<file path="src/rtl/keypad_scan_if.sv">
// rtl/keypad_scan_if.sv - keypad matrix and key-report signal bundle
// Ports (master = scanner side):
//   col_in    [3:0] column sense, 1 = key closed in the driven row
//   row_out   [3:0] one-hot active-high row drive
//   key       [4:0] debounced {held, code}, 5'h00 when idle
//   key_pulse [4:0] {1'b1, code} for one cycle on a new valid commit
interface keypad_scan_if;
    logic [3:0] col_in;
    logic [3:0] row_out;
    logic [4:0] key;
    logic [4:0] key_pulse;

    modport master (input col_in, output row_out, output key, output key_pulse);
    modport slave  (output col_in, input row_out, input key, input key_pulse);
endinterface

</file>
<file path="src/rtl/keypad_scan.sv">
// rtl/keypad_scan.sv - 4x4 matrix keypad scanner with frame-based debounce
// Ports:
//   clk  system clock
//   rst  synchronous active-high reset
//   kp   keypad_scan_if.master: col_in in; row_out, key, key_pulse out
// Parameters:
//   SCAN_DIV   cycles each row is driven (>= 2)
//   DB_FRAMES  identical full-scan results needed to commit (>= 1)
module keypad_scan #(
    parameter int SCAN_DIV  = 1000,
    parameter int DB_FRAMES = 8
) (
    input  logic          clk,
    input  logic          rst,
    keypad_scan_if.master kp
);
    localparam int CW = (SCAN_DIV > 1) ? $clog2(SCAN_DIV) : 1;
    localparam int SW = $clog2(DB_FRAMES + 1);

    // Raw results and key share the {valid, code} encoding, so NONE == 5'h00.
    logic [CW-1:0] cnt_q, cnt_d;
    logic [3:0]    row_q, row_d;
    logic [15:0]   hits_q, hits_d;
    logic [4:0]    last_q, last_d;
    logic [SW-1:0] stable_q, stable_d;
    logic [4:0]    key_q, key_d;
    logic [4:0]    pulse_q, pulse_d;

    logic          tc;
    logic          frame_end;
    logic [1:0]    row_idx;
    logic [15:0]   hits_now;
    logic [4:0]    raw;
    logic [SW-1:0] stable_nx;

    assign tc        = (cnt_q == CW'(SCAN_DIV - 1));
    assign frame_end = tc && row_q[3];

    always_comb begin
        row_idx = 2'd0;
        case (row_q)
            4'b0010: row_idx = 2'd1;
            4'b0100: row_idx = 2'd2;
            4'b1000: row_idx = 2'd3;
            default: row_idx = 2'd0;
        endcase
    end

    // Columns are only trusted at the end of a row's dwell; earlier cycles settle.
    always_comb begin
        hits_now = hits_q;
        if (tc) begin
            hits_now = hits_q | ({12'b0, kp.col_in} << {row_idx, 2'b00});
        end
    end

    // Lowest-numbered closed key wins; scan downwards so the last hit is the lowest.
    always_comb begin
        raw = 5'h00;
        for (int i = 15; i >= 0; i--) begin
            if (hits_now[i]) begin
                raw = {1'b1, 4'(i)};
            end
        end
    end

    always_comb begin
        stable_nx = SW'(1);
        if (raw == last_q) begin
            stable_nx = (stable_q == SW'(DB_FRAMES)) ? stable_q : stable_q + SW'(1);
        end
    end

    always_comb begin
        cnt_d    = tc ? '0 : cnt_q + CW'(1);
        row_d    = tc ? {row_q[2:0], row_q[3]} : row_q;
        hits_d   = frame_end ? 16'h0000 : hits_now;
        last_d   = last_q;
        stable_d = stable_q;
        key_d    = key_q;
        pulse_d  = 5'h00;
        if (frame_end) begin
            last_d   = raw;
            stable_d = stable_nx;
            if (stable_nx == SW'(DB_FRAMES) && raw != key_q) begin
                key_d   = raw;
                // A commit to NONE yields raw == 5'h00, i.e. no pulse.
                pulse_d = raw;
            end
        end
    end

    always_ff @(posedge clk) begin
        if (rst) begin
            cnt_q    <= '0;
            row_q    <= 4'b0001;
            hits_q   <= 16'h0000;
            last_q   <= 5'h00;
            stable_q <= '0;
            key_q    <= 5'h00;
            pulse_q  <= 5'h00;
        end else begin
            cnt_q    <= cnt_d;
            row_q    <= row_d;
            hits_q   <= hits_d;
            last_q   <= last_d;
            stable_q <= stable_d;
            key_q    <= key_d;
            pulse_q  <= pulse_d;
        end
    end

    assign kp.row_out   = row_q;
    assign kp.key       = key_q;
    assign kp.key_pulse = pulse_q;
endmodule

</file>
<file path="src/flat_wrapper.sv">
// flat-port wrapper written by rule: the top's interface ports become plain ports
module keypad_scan_flat 
#(
    parameter int SCAN_DIV  = 1000,
    parameter int DB_FRAMES = 8
)
  (clk, rst, kp_col_in, kp_row_out, kp_key, kp_key_pulse);
  keypad_scan_if kp_i ();
  input  logic clk;
  input  logic rst;
  input wire logic [$bits(kp_i.col_in)-1:0] kp_col_in;
  output wire logic [$bits(kp_i.row_out)-1:0] kp_row_out;
  output wire logic [$bits(kp_i.key)-1:0] kp_key;
  output wire logic [$bits(kp_i.key_pulse)-1:0] kp_key_pulse;
  assign kp_i.col_in = kp_col_in;
  assign kp_row_out = kp_i.row_out;
  assign kp_key = kp_i.key;
  assign kp_key_pulse = kp_i.key_pulse;
  keypad_scan #(.SCAN_DIV(SCAN_DIV), .DB_FRAMES(DB_FRAMES)) u_core (.clk(clk), .rst(rst), .kp(kp_i));
endmodule
</file>
<file path="config.mk">
export PLATFORM = sky130hd
export DESIGN_NAME = keypad_scan_flat
export DESIGN_NICKNAME = d
export VERILOG_FILES = /design/src/rtl/keypad_scan_if.sv /design/src/rtl/keypad_scan.sv /design/src/flat_wrapper.sv
export SDC_FILE = /design/constraint.sdc
export NUM_CORES = 1
export LEC_CHECK = 0
export ABC_AREA = 0
export BUFFER_PORTS_ARGS = -buffer_cell sky130_fd_sc_hd__buf_2
export CAP_MARGIN = 20
export CORE_ASPECT_RATIO = 0.8
export CORE_MARGIN = 2
export CORE_UTILIZATION = 60
export CTS_BUF_LIST = sky130_fd_sc_hd__clkbuf_16
export DETAILED_ROUTE_END_ITERATION = 10
export PLACE_DENSITY = 0.78
export RECOVER_POWER = 50
export SLEW_MARGIN = 30
export SYNTH_ARGS = -nofsm -noshare
export SYNTH_HDL_FRONTEND = slang
export SYNTH_SLANG_ARGS = --single-unit
</file>
<file path="constraint.sdc">
create_clock -name clk -period 4.7 [get_ports clk]
set_input_delay 0.705 -clock clk [delete_from_list [all_inputs] [get_ports clk]]
set_output_delay 0.705 -clock clk [all_outputs]
set_load 0.02 [all_outputs]
</file>
==> results of run 1 <==
==> layout make-up <==
class,count,area (um^2)
clock buffer,5,125
clock inverter,3,12.5
fill,379,1350
inverter,5,18.8
multi-input combinational,244,1650
sequential,49,981
tap,57,71.3
timing repair buffer,20,81.3
==> power by group <==
part	internal, mW	total, mW	switching (mW)	leakage [nW]
clock	0.193	0.343	0.150	0.0687
sequential	0.417	0.420	0.00230	0.395
combinational	0.00475	0.0164	0.0116	0.651
total	0.615	0.779	0.164	1.11
==> through the flow <==
| stage | hold WS (ps) | instances | worst slack (ps) | power [mW] | utilization (%) |
|---|---|---|---|---|---|
| floorplan | 430 | 315 | 1020 | 0.439 | - |
| global placement | 441 | 375 | 892 | 0.445 | 65.8 |
| detailed placement | 455 | 375 | 843 | 0.446 | 65.8 |
| CTS | 470 | 383 | 824 | 0.784 | 69.0 |
| global route | 487 | 383 | 543 | 0.804 | 68.5 |
| finish | 468 | 383 | 781 | 0.779 | 68.5 |
==> how the worst max path moves through the flow <==
stage / startpoint / endpoint / slack, ps / cells past startpoint
2_1_floorplan: u_core.kp.row_out[1] / u_core.kp.key[0] / 1020 / 10
3_3_place_gp: u_core.kp.row_out[1] / u_core.kp.key[0] / 890 / 9
3_5_place_dp: kp_col_in[0] / u_core.kp.key[1] / 840 / 10
4_1_cts: u_core.kp.row_out[1] / u_core.kp.key[1] / 820 / 9
5_1_grt: u_core.kp.row_out[1] / u_core.kp.key[3] / 540 / 9
6_report: u_core.kp.row_out[1] / u_core.kp.key[3] / 780 / 9
==> kinds of logic after synthesis <==
| logic type | after synthesis | synth area share (%) |
|---|---|---|
| flops | 49 | 36.0 |
| buf+inv | 22 | 3.49 |
| simple gates | 145 | 31.7 |
| xor+xnor | 11 | 3.54 |
| compound gates | 79 | 20.9 |
| fa+ha+maj | 3 | 1.38 |
| mux | 6 | 2.99 |
==> layer usage <==
layer	part of all wire, %	vias up	GRT usage (%)
met4	0.69	0	6.90
met1	51	1167	41.5
met3	6.7	6	6.21
li1	-	1207	-
met5	0	-	0
met2	42	105	39.9
==> registers in the layout (all words and copies together), names as in the netlist <==
signal / cells
u_core.cnt_q: 10
u_core.kp.row_out: 4
u_core.last_q: 5
u_core.hits_q: 16
u_core.kp.key_pulse: 5
u_core.stable_q: 4
u_core.kp.key: 5
==> cells in the final DEF (no fill, tap or decap), drive strengths merged, types with 5 or more instances in the layout <==
cell type,n
a211oi,5
a21oi,16
a41oi,5
and3,5
and4,6
buf,5
clkbuf,20
dfxtp,49
inv,5
mux2,5
nand2,21
nand3,8
nand4,6
nor2,38
nor2b,11
nor3,12
o211ai,6
o21a,5
o21ai,11
or2,6
or4,5
xor2,7
==> out/qor.txt, run 1 <==
Hold Vio Cnt, Final: 0
critical path's largest stage delay: 730 ps
Reg2Reg Depth: 9
flop2flop setup slack: 780 ps
Distinct cells, synth: 65
Core Footprint: 4280 um^2
Pleak: 1.11 nW
Ant. Diodes: 0
top-count cell post-synth: dfxtp_1
Critical R2R Launch: u_core.kp.row_out[1]
Max VDD drop: 248 uV
Post-Synthesis Cells: 315
layout cells sized above 1: 10.1%
capturing point of the worst reg2reg path: u_core.kp.key[3]
Slew @ Worst Pin: 816 ps
Critical Path RT: 4870 ps
Cell Area, Placed: 2820 um^2
Commonest cells post-synth: 49 x dfxtp_1, 38 x nor2_1, 21 x nand2_1
EDFF count, synth: 0
crit path DAT: 4090 ps
fin crit share: 83.4%
CTS tree: built
Buf/Inv on CP: 0
Mean Syn Cell Area: 8.64 um^2
first-pass GRT wire length: 11000 um
hold_buf cts: 0
vias: 2485
Remaining DRCs: 0
drt wl/cell: 17.0 um
crit path cell chain: nor4b_1 -> a41oi_1 -> a221oi_1 -> or4b_1 -> o22ai_1 -> xor2_1 -> or4b_2 -> nand4_4 -> mux2_4
IO buf count: 19
Pins Over Slew Limit: 0
number of global-route vias before repair: 2213
clk root buf: clkbuf_16
io pins: 20
Die H: 64.2 um
Iter 0 DRT Violations: 203
Synth area leaders: dfxtp_1 36%, nor2_1 5.2%, a21oi_1 2.9%
Syn Nets: 324
setup bufs post-CTS: 0
GR Overflow Total: 0
Initial Util: 63.5%
HP Class: reg2reg
Synth Flop Type: dfxtp_1
Die Wd: 79.3 um
Setup Skew: 7.86 ps
total CTS buffers: 5
vias per inst: 6.49
largest net degree at the start of global routing: 30
slew margin rel.: 45.1%
ys async rst share: 0%
Worst setup EP type: flip-flop
Slowest-stage cell, CP: or4b_2
#FFs+latches synth: 49
DRT Wirelength: 6510 um
total of max-cap violations: 0
All-Layer GR Usage: 27.6%
f_max: 255 MHz
H-tree levels: 2
fin area: 2940 um^2
Crit Path Max Fanout: 10
sequential fraction of the synthesis area: 36.0%
CTS sink cnt: 49
DP HPWL: 4680 um
Yosys warnings: 0
setup TNS: 0 ps
area share of the largest cell type after synthesis: 36.0%
# resized after CTS: 0
post-synthesis cell area: 2720 um^2
FP Rows: 21
pwr/cell area: 265 nW/um^2
CP Launch Type: flip-flop
Skew-Pair Late Insertion Delay: 290 ps
die area: 5090 um^2
Final min period: 3920 ps
initial antenna violation count: 0
WS Path Type: reg2reg
drt pass-1 iters: 4
unrepaired setup endpoints after global routing: false
Clk pin slew, worst setup/hold paths: 70 ps
cell accounting for the most synthesized area: dfxtp_1
final net count: 334
Top delay family on crit path: simple AND/OR/NAND/NOR gates
final setup fails: 0
Routed Antenna Nets: 0
P&R area growth vs syn: 7.86%
hold depth: 1
outcome: complete, no violations
Routability Congestion: 0.929
Hold EP: u_core.cnt_q[0]
CTS max path bufs: 2
hold wc startpoint: u_core.cnt_q[0]
Power figures use the tool's default switching activity.
==> inputs of run 2 (changes only) <==
- ABC_AREA: 0 -> 1
- CORE_UTILIZATION: 60 -> 53
- PLACE_DENSITY: 0.78 -> 0.74
- clock period: 4.7 -> 3.3 ns (I/O delays scaled with it)
==> run 2 against run 1 <==
Compared with the run above:
- sequential cell count unchanged
- design area decreased by 2.9%
- combinational power increased by 69%
- via count decreased by 13%
- wire length decreased by 21%
- critical path depth increased by 9
- clock skew decreased by 1.0 ps
- die area increased by 5.4%
- total power increased by 42%
- maximum frequency increased by 32%
- non-clock buffer count increased by 2
- hold slack got worse by 21 ps
- critical endpoint is now u_core.kp.key_pulse[3]
- highest routed layer unchanged
- largest cell class unchanged
==> out/qor.txt, run 2 <==
outcome: complete, no violations
Buf/Inv on CP: 2
Routability Congestion: 0.857
Final min period: 2960 ps
total of max-cap violations: 0
All-Layer GR Usage: 22.2%
Synth Flop Type: dfxtp_1
Remaining DRCs: 0
hold_buf cts: 0
Hold Vio Cnt, Final: 0
clk root buf: clkbuf_16
Skew-Pair Late Insertion Delay: 290 ps
gr busiest metal: met2
number of global-route vias before repair: 2110
FILL cells: 415
Syn Nets: 354
power share of the clock group: 43.3%
unrepaired setup endpoints after global routing: false
CTS tree: built
CTS max path bufs: 2
Reg power frac: 54.2%
CP endpoint: u_core.kp.key_pulse[3]
setup TNS: 0 ps
#FFs+latches synth: 49
drt wl/cell: 12.0 um
Reg with most FFs: u_core.hits_q
met1 Use GR: 28.3%
Die H: 66.0 um
Pleak: 1.37 nW
io pins: 20
total CTS buffers: 5
crit path cell chain: inv_2 -> nor2_2 -> nand2_2 -> o21ai_2 -> inv_2 -> nand4_4 -> o21bai_1 -> nor2_1 -> nand2_1 -> nor2_2 -> o21ai_2 -> xor2_1 -> nand3_1 -> nor2_2 -> nand4_1 -> nor2_1 -> nand4_1 -> nor2_1
CP Launch Type: flip-flop
vias per inst: 5.04
Crit Path Max Fanout: 7
final non-filler cell total: 431
cell accounting for the most synthesized area: dfxtp_1
CTS sink cnt: 49
Multi-input gate area: 1310 um^2
Post-Synthesis Cells: 345
drt pass-1 iters: 4
Clk pin slew, worst setup/hold paths: 60 ps
critical path's largest stage delay: 440 ps
first-pass GRT wire length: 9140 um
vias: 2173
largest net degree at the start of global routing: 20
Distinct cells, synth: 37
Setup Skew: 6.85 ps
Commonest cells post-synth: 60 x inv_1, 56 x nand2_1, 51 x nor2_1
capturing point of the worst reg2reg path: u_core.kp.key_pulse[3]
Slew @ Worst Pin: 465 ps
top-count cell post-synth: inv_1
Iter 0 DRT Violations: 75
Ant. Diodes: 0
Reg2Reg Depth: 18
met2 GRT Util: 36.0%
Reg area: 981 um^2
Routed Antenna Nets: 0
WS Path Type: reg2reg
CP Launch Point: u_core.kp.row_out[3]
sequential fraction of the synthesis area: 38.6%
pwr/cell area: 387 nW/um^2
Yosys warnings: 0
max FFs per register: 16
FP Rows: 22
Initial Util: 55.3%
post-synthesis cell area: 2540 um^2
Critical R2R Launch: u_core.kp.row_out[3]
ys async rst share: 0%
final setup fails: 0
commonest non-fill, non-tap cell in the layout: inv_1
EDFF count, synth: 0
M3 GR Usage: 4.51%
Sw Pwr: 0.229 mW
DP HPWL: 3850 um
IO buf count: 19
Max VDD drop: 265 uV
final net count: 380
Die Wd: 81.4 um
Core Footprint: 4600 um^2
initial antenna violation count: 0
placed cell count: 422
Sw Ratio: 20.7%
DRT Wirelength: 5160 um
slew margin rel.: 68.7%
final hold slack: 447 ps
P&R area growth vs syn: 12.1%
Slowest-stage cell, CP: dfxtp_1
final core utilization: 62.0%
Power, Total: 1.10 mW
CP Depth: 18
Top delay family on crit path: simple AND/OR/NAND/NOR gates
Internal: 0.874 mW
crit path DAT: 3170 ps
die area: 5370 um^2
f_max: 338 MHz
HP Class: reg2reg
layout cells sized above 1: 16.7%
fin crit share: 89.7%
Regs by FF count: u_core.hits_q x16, u_core.cnt_q x10
Worst setup EP type: flip-flop
Pins Over Slew Limit: 0
Mean Syn Cell Area: 7.37 um^2
power share of the combinational group: 2.5%
flop2flop setup slack: 340 ps
Synth area leaders: dfxtp_1 39%, inv_1 8.9%, nand2_1 8.3%
Critical Path RT: 3510 ps
H-tree levels: 2
most frequent cells in the layout: 61 x inv_1, 56 x nand2_1, 50 x nor2_1, 49 x dfxtp_1, 19 x nand3_1
area share of the largest cell type after synthesis: 38.6%
GR Overflow Total: 0
## run 2: cell types whose count changed after synthesis, sizes merged, moves of 11 or more
cell / before / now
inv: 5 / 67
nand3: 8 / 22
nor2b: 11 / 0
nand2: 21 / 69
o21bai: 0 / 12
nor2: 38 / 58
## run 2: how the worst min path moves through the flow
stage	start	end	slack, ps	depth (start not counted)
after floorplan	u_core.cnt_q[0]	u_core.cnt_q[0]	420	1
after global placement	u_core.cnt_q[0]	u_core.cnt_q[0]	430	1
after detailed placement	u_core.cnt_q[0]	u_core.cnt_q[0]	440	1
after CTS	u_core.cnt_q[0]	u_core.cnt_q[0]	450	1
after global routing	u_core.cnt_q[0]	u_core.cnt_q[0]	470	1
final	u_core.cnt_q[0]	u_core.cnt_q[0]	450	1
## run 2: cell type report
type / instances / share of cell area, %
clock buffer: 5 / 4.39
clock inverter: 2 / 0.264
inverter: 67 / 8.83
multi-input combinational: 226 / 45.8
sequential: 49 / 34.4
tap: 60 / 2.64
timing repair buffer: 22 / 3.65
## run 2: cell families (layout without fill, tap and decap cells)
family / count (synthesis) / after routing / synth area share, %
AOI/OAI and AO/OA: 41 / 41 / 11.0
buffers and inverters: 70 / 96 / 10.4
adders and majority gates: 3 / 3 / 1.48
DFF: 49 / 49 / 38.6
and+or+nand+nor: 171 / 171 / 34.5
xor gates and xnor gates: 11 / 11 / 4.08
## run 2: routing by layer
| metal | up-vias | routed length, um |
|---|---|---|
| li1 | 1127 | - |
| met3 | 9 | 218 |
| met5 | - | 0 |
| met1 | 994 | 2540 |
| met4 | 0 | 116 |
| met2 | 43 | 2290 |
## run 2: power groups by stage
stage	clock [mW]	sequential [mW]	combinational (mW)
5_1_grt	0.515	0.597	0.0308
3_3_place_gp	0	0.610	0.0270
4_1_cts	0.493	0.597	0.0277
2_1_floorplan	0	0.609	0.0169
3_5_place_dp	0	0.610	0.0276
6_report	0.478	0.597	0.0277
## run 2: through the flow
stage | setup WS [ps] | area, um^2
final | 341 | 2850
after global routing | 2.21 | 2850
after CTS | 252 | 2840
after detailed placement | 267 | 2710
after global placement | 379 | 2710
after floorplan | 636 | 2540
## run 2: repair_timing
item | CTS | global route
setup buffers | 0 | 2
endpoints found under the hold margin | 0 | 0
gates resized for setup | 0 | 2
setup endpoints to repair | 0 | 10
==> inputs of run 3 (changes only) <==
- CORE_MARGIN: 2 -> not set
==> run 3 against run 2 <==
Compared with the run above:
- total power up 8.9%
- hold slack worse by 0.59 ps
- clock skew down 1.8 ps
- clock power is 20% higher
- maximum frequency down 0.42%
- sequential power barely moved
- sequential share of layout area is 0.46 points lower
- utilization rose by 1.0 points
- die area down 5.4%
- critical endpoint is now u_core.kp.key_pulse[2]
- largest cell class unchanged
==> out/qor.txt, run 3 (same netlist as run 2, synthesis figures left out) <==
Worst setup EP type: flip-flop
Final min period: 2970 ps
DRT Wirelength: 5530 um
Routed Antenna Nets: 0
critical path's largest stage delay: 350 ps
io pins: 20
final setup fails: 0
IO buf count: 19
fin crit share: 90.0%
Reg2Reg Depth: 18
Die H: 64.0 um
die area: 5080 um^2
final net count: 379
Routability Congestion: 0.882
initial antenna violation count: 0
Die Wd: 79.4 um
Buf/Inv on CP: 1
f_max: 337 MHz
Core Footprint: 4600 um^2
Hold Vio Cnt, Final: 0
Ant. Diodes: 0
vias per inst: 5.01
HP Class: reg2reg
Max VDD drop: 266 uV
drt pass-1 iters: 4
DP HPWL: 4130 um
pwr/cell area: 414 nW/um^2
max FFs per register: 16
Critical R2R Launch: u_core.kp.row_out[0]
vias: 2159
Setup Skew: 5.09 ps
Iter 0 DRT Violations: 107
total CTS buffers: 5
drt wl/cell: 12.8 um
Crit Path Max Fanout: 7
most frequent cells in the layout: 61 x inv_1, 56 x nand2_1, 48 x nor2_1, 47 x dfxtp_1, 19 x nand3_1
fin area: 2900 um^2
CP Launch Type: flip-flop
Initial Util: 55.3%
FP Rows: 22
commonest non-fill, non-tap cell in the layout: inv_1
Skew-Pair Late Insertion Delay: 290 ps
Top delay family on crit path: simple AND/OR/NAND/NOR gates
CTS max path bufs: 2
Hold EP: u_core.cnt_q[0]
H-tree levels: 2
flop2flop setup slack: 330 ps
slew margin rel.: 62.7%
hold wc startpoint: u_core.cnt_q[0]
crit path DAT: 3140 ps
Critical Path RT: 3470 ps
WS Path Type: reg2reg
first-pass GRT wire length: 9400 um
Slew @ Worst Pin: 555 ps
Regs by FF count: u_core.hits_q x16, u_core.cnt_q x10
outcome: complete, no violations
Clk pin slew, worst setup/hold paths: 60 ps
Slowest-stage cell, CP: dfxtp_1
capturing point of the worst reg2reg path: u_core.kp.key_pulse[2]
Remaining DRCs: 0
Reg with most FFs: u_core.hits_q
hold depth: 1
clk root buf: clkbuf_16
Pins Over Slew Limit: 0
hold_buf cts: 0
# resized after CTS: 0
GR Overflow Total: 0
crit path cell chain: nor2_2 -> nand2_2 -> nand2_2 -> inv_2 -> nand2_2 -> o21bai_1 -> nor2_1 -> nand2_1 -> nor2_2 -> o21ai_2 -> xor2_1 -> nand3_1 -> nor2_2 -> nand2_2 -> nor2_4 -> nand3_1 -> nand4_1 -> nor2_1
Pleak: 1.39 nW
largest net degree at the start of global routing: 20
layout cells sized above 1: 17.8%
number of global-route vias before repair: 2073
Critical Path Most Common Cell: nand2_2
final hold slack: 446 ps
P&R area growth vs syn: 13.9%
total of max-cap violations: 0
CTS sink cnt: 49
Cell Area, Placed: 2720 um^2
All-Layer GR Usage: 23.9%
setup bufs post-CTS: 0
CTS tree: built
CP Depth: 18
==> run 3: cell count changes in the layout (fill, tap and decap cells not counted), sizes merged <==
cell    before  now
buf         11    9
bufinv       0    1
clkbuf      16   17
==> run 3: worst max-delay path by stage <==
stage                              start                      to  slack, ps
floorplan                u_core.cnt_q[0]        u_core.kp.key[4]        640
global placement         u_core.cnt_q[0]  u_core.kp.key_pulse[2]        320
detailed placement       u_core.cnt_q[0]  u_core.kp.key_pulse[2]        280
CTS                      u_core.cnt_q[0]  u_core.kp.key_pulse[2]        260
global route             u_core.cnt_q[1]  u_core.kp.key_pulse[2]         -6
finish              u_core.kp.row_out[0]  u_core.kp.key_pulse[2]        330
==> run 3: worst reg2reg max path, delay by kind of cell (launching register included) <==
kind,cells,cell delay [ps]
simple gates,14,2040
flops,1,350
compound gates,2,240
xor+xnor,1,150
buf+inv,1,70
==> run 3: power breakdown <==
part	switching [mW]	total [mW]	internal [mW]	leakage, nW
clock	0.220	0.572	0.352	0.0826
combinational	0.0205	0.0299	0.00938	0.913
sequential	0.00353	0.598	0.594	0.396
total	0.244	1.20	0.956	1.39
==> run 3: final cells by class <==
class	count	area, um^2
sequential	49	983
clock inverter	3	37.5
inverter	67	251
tap	60	75.1
fill	406	1700
timing repair buffer	21	95.1
clock buffer	5	125
multi-input combinational	226	1330
==> run 3: through the flow <==
| stage | setup slack [ps] | utilization, % | power [mW] | TNS [ps] | instances |
|---|---|---|---|---|---|
| 3_5_place_dp | 284 | 59.1 | 0.638 | 0 | 423 |
| 2_1_floorplan | 636 | - | 0.626 | 0 | 345 |
| 4_1_cts | 257 | 62.6 | 1.20 | 0 | 431 |
| 3_3_place_gp | 315 | 59.1 | 0.637 | 0 | 423 |
| 6_report | 328 | 63.0 | 1.20 | 0 | 431 |
| 5_1_grt | -5.93 | 63.0 | 1.24 | -5.93 | 431 |
==> run 3: per-layer routing <==
layer  global-route usage (%)  part of all wire (%)  up-vias
met5                        0                     0        -
met1                     32.8                    50      977
met4                     8.41                   1.6        0
met3                     4.57                   4.1       11
li1                         -                     -     1131
met2                     37.1                    44       40
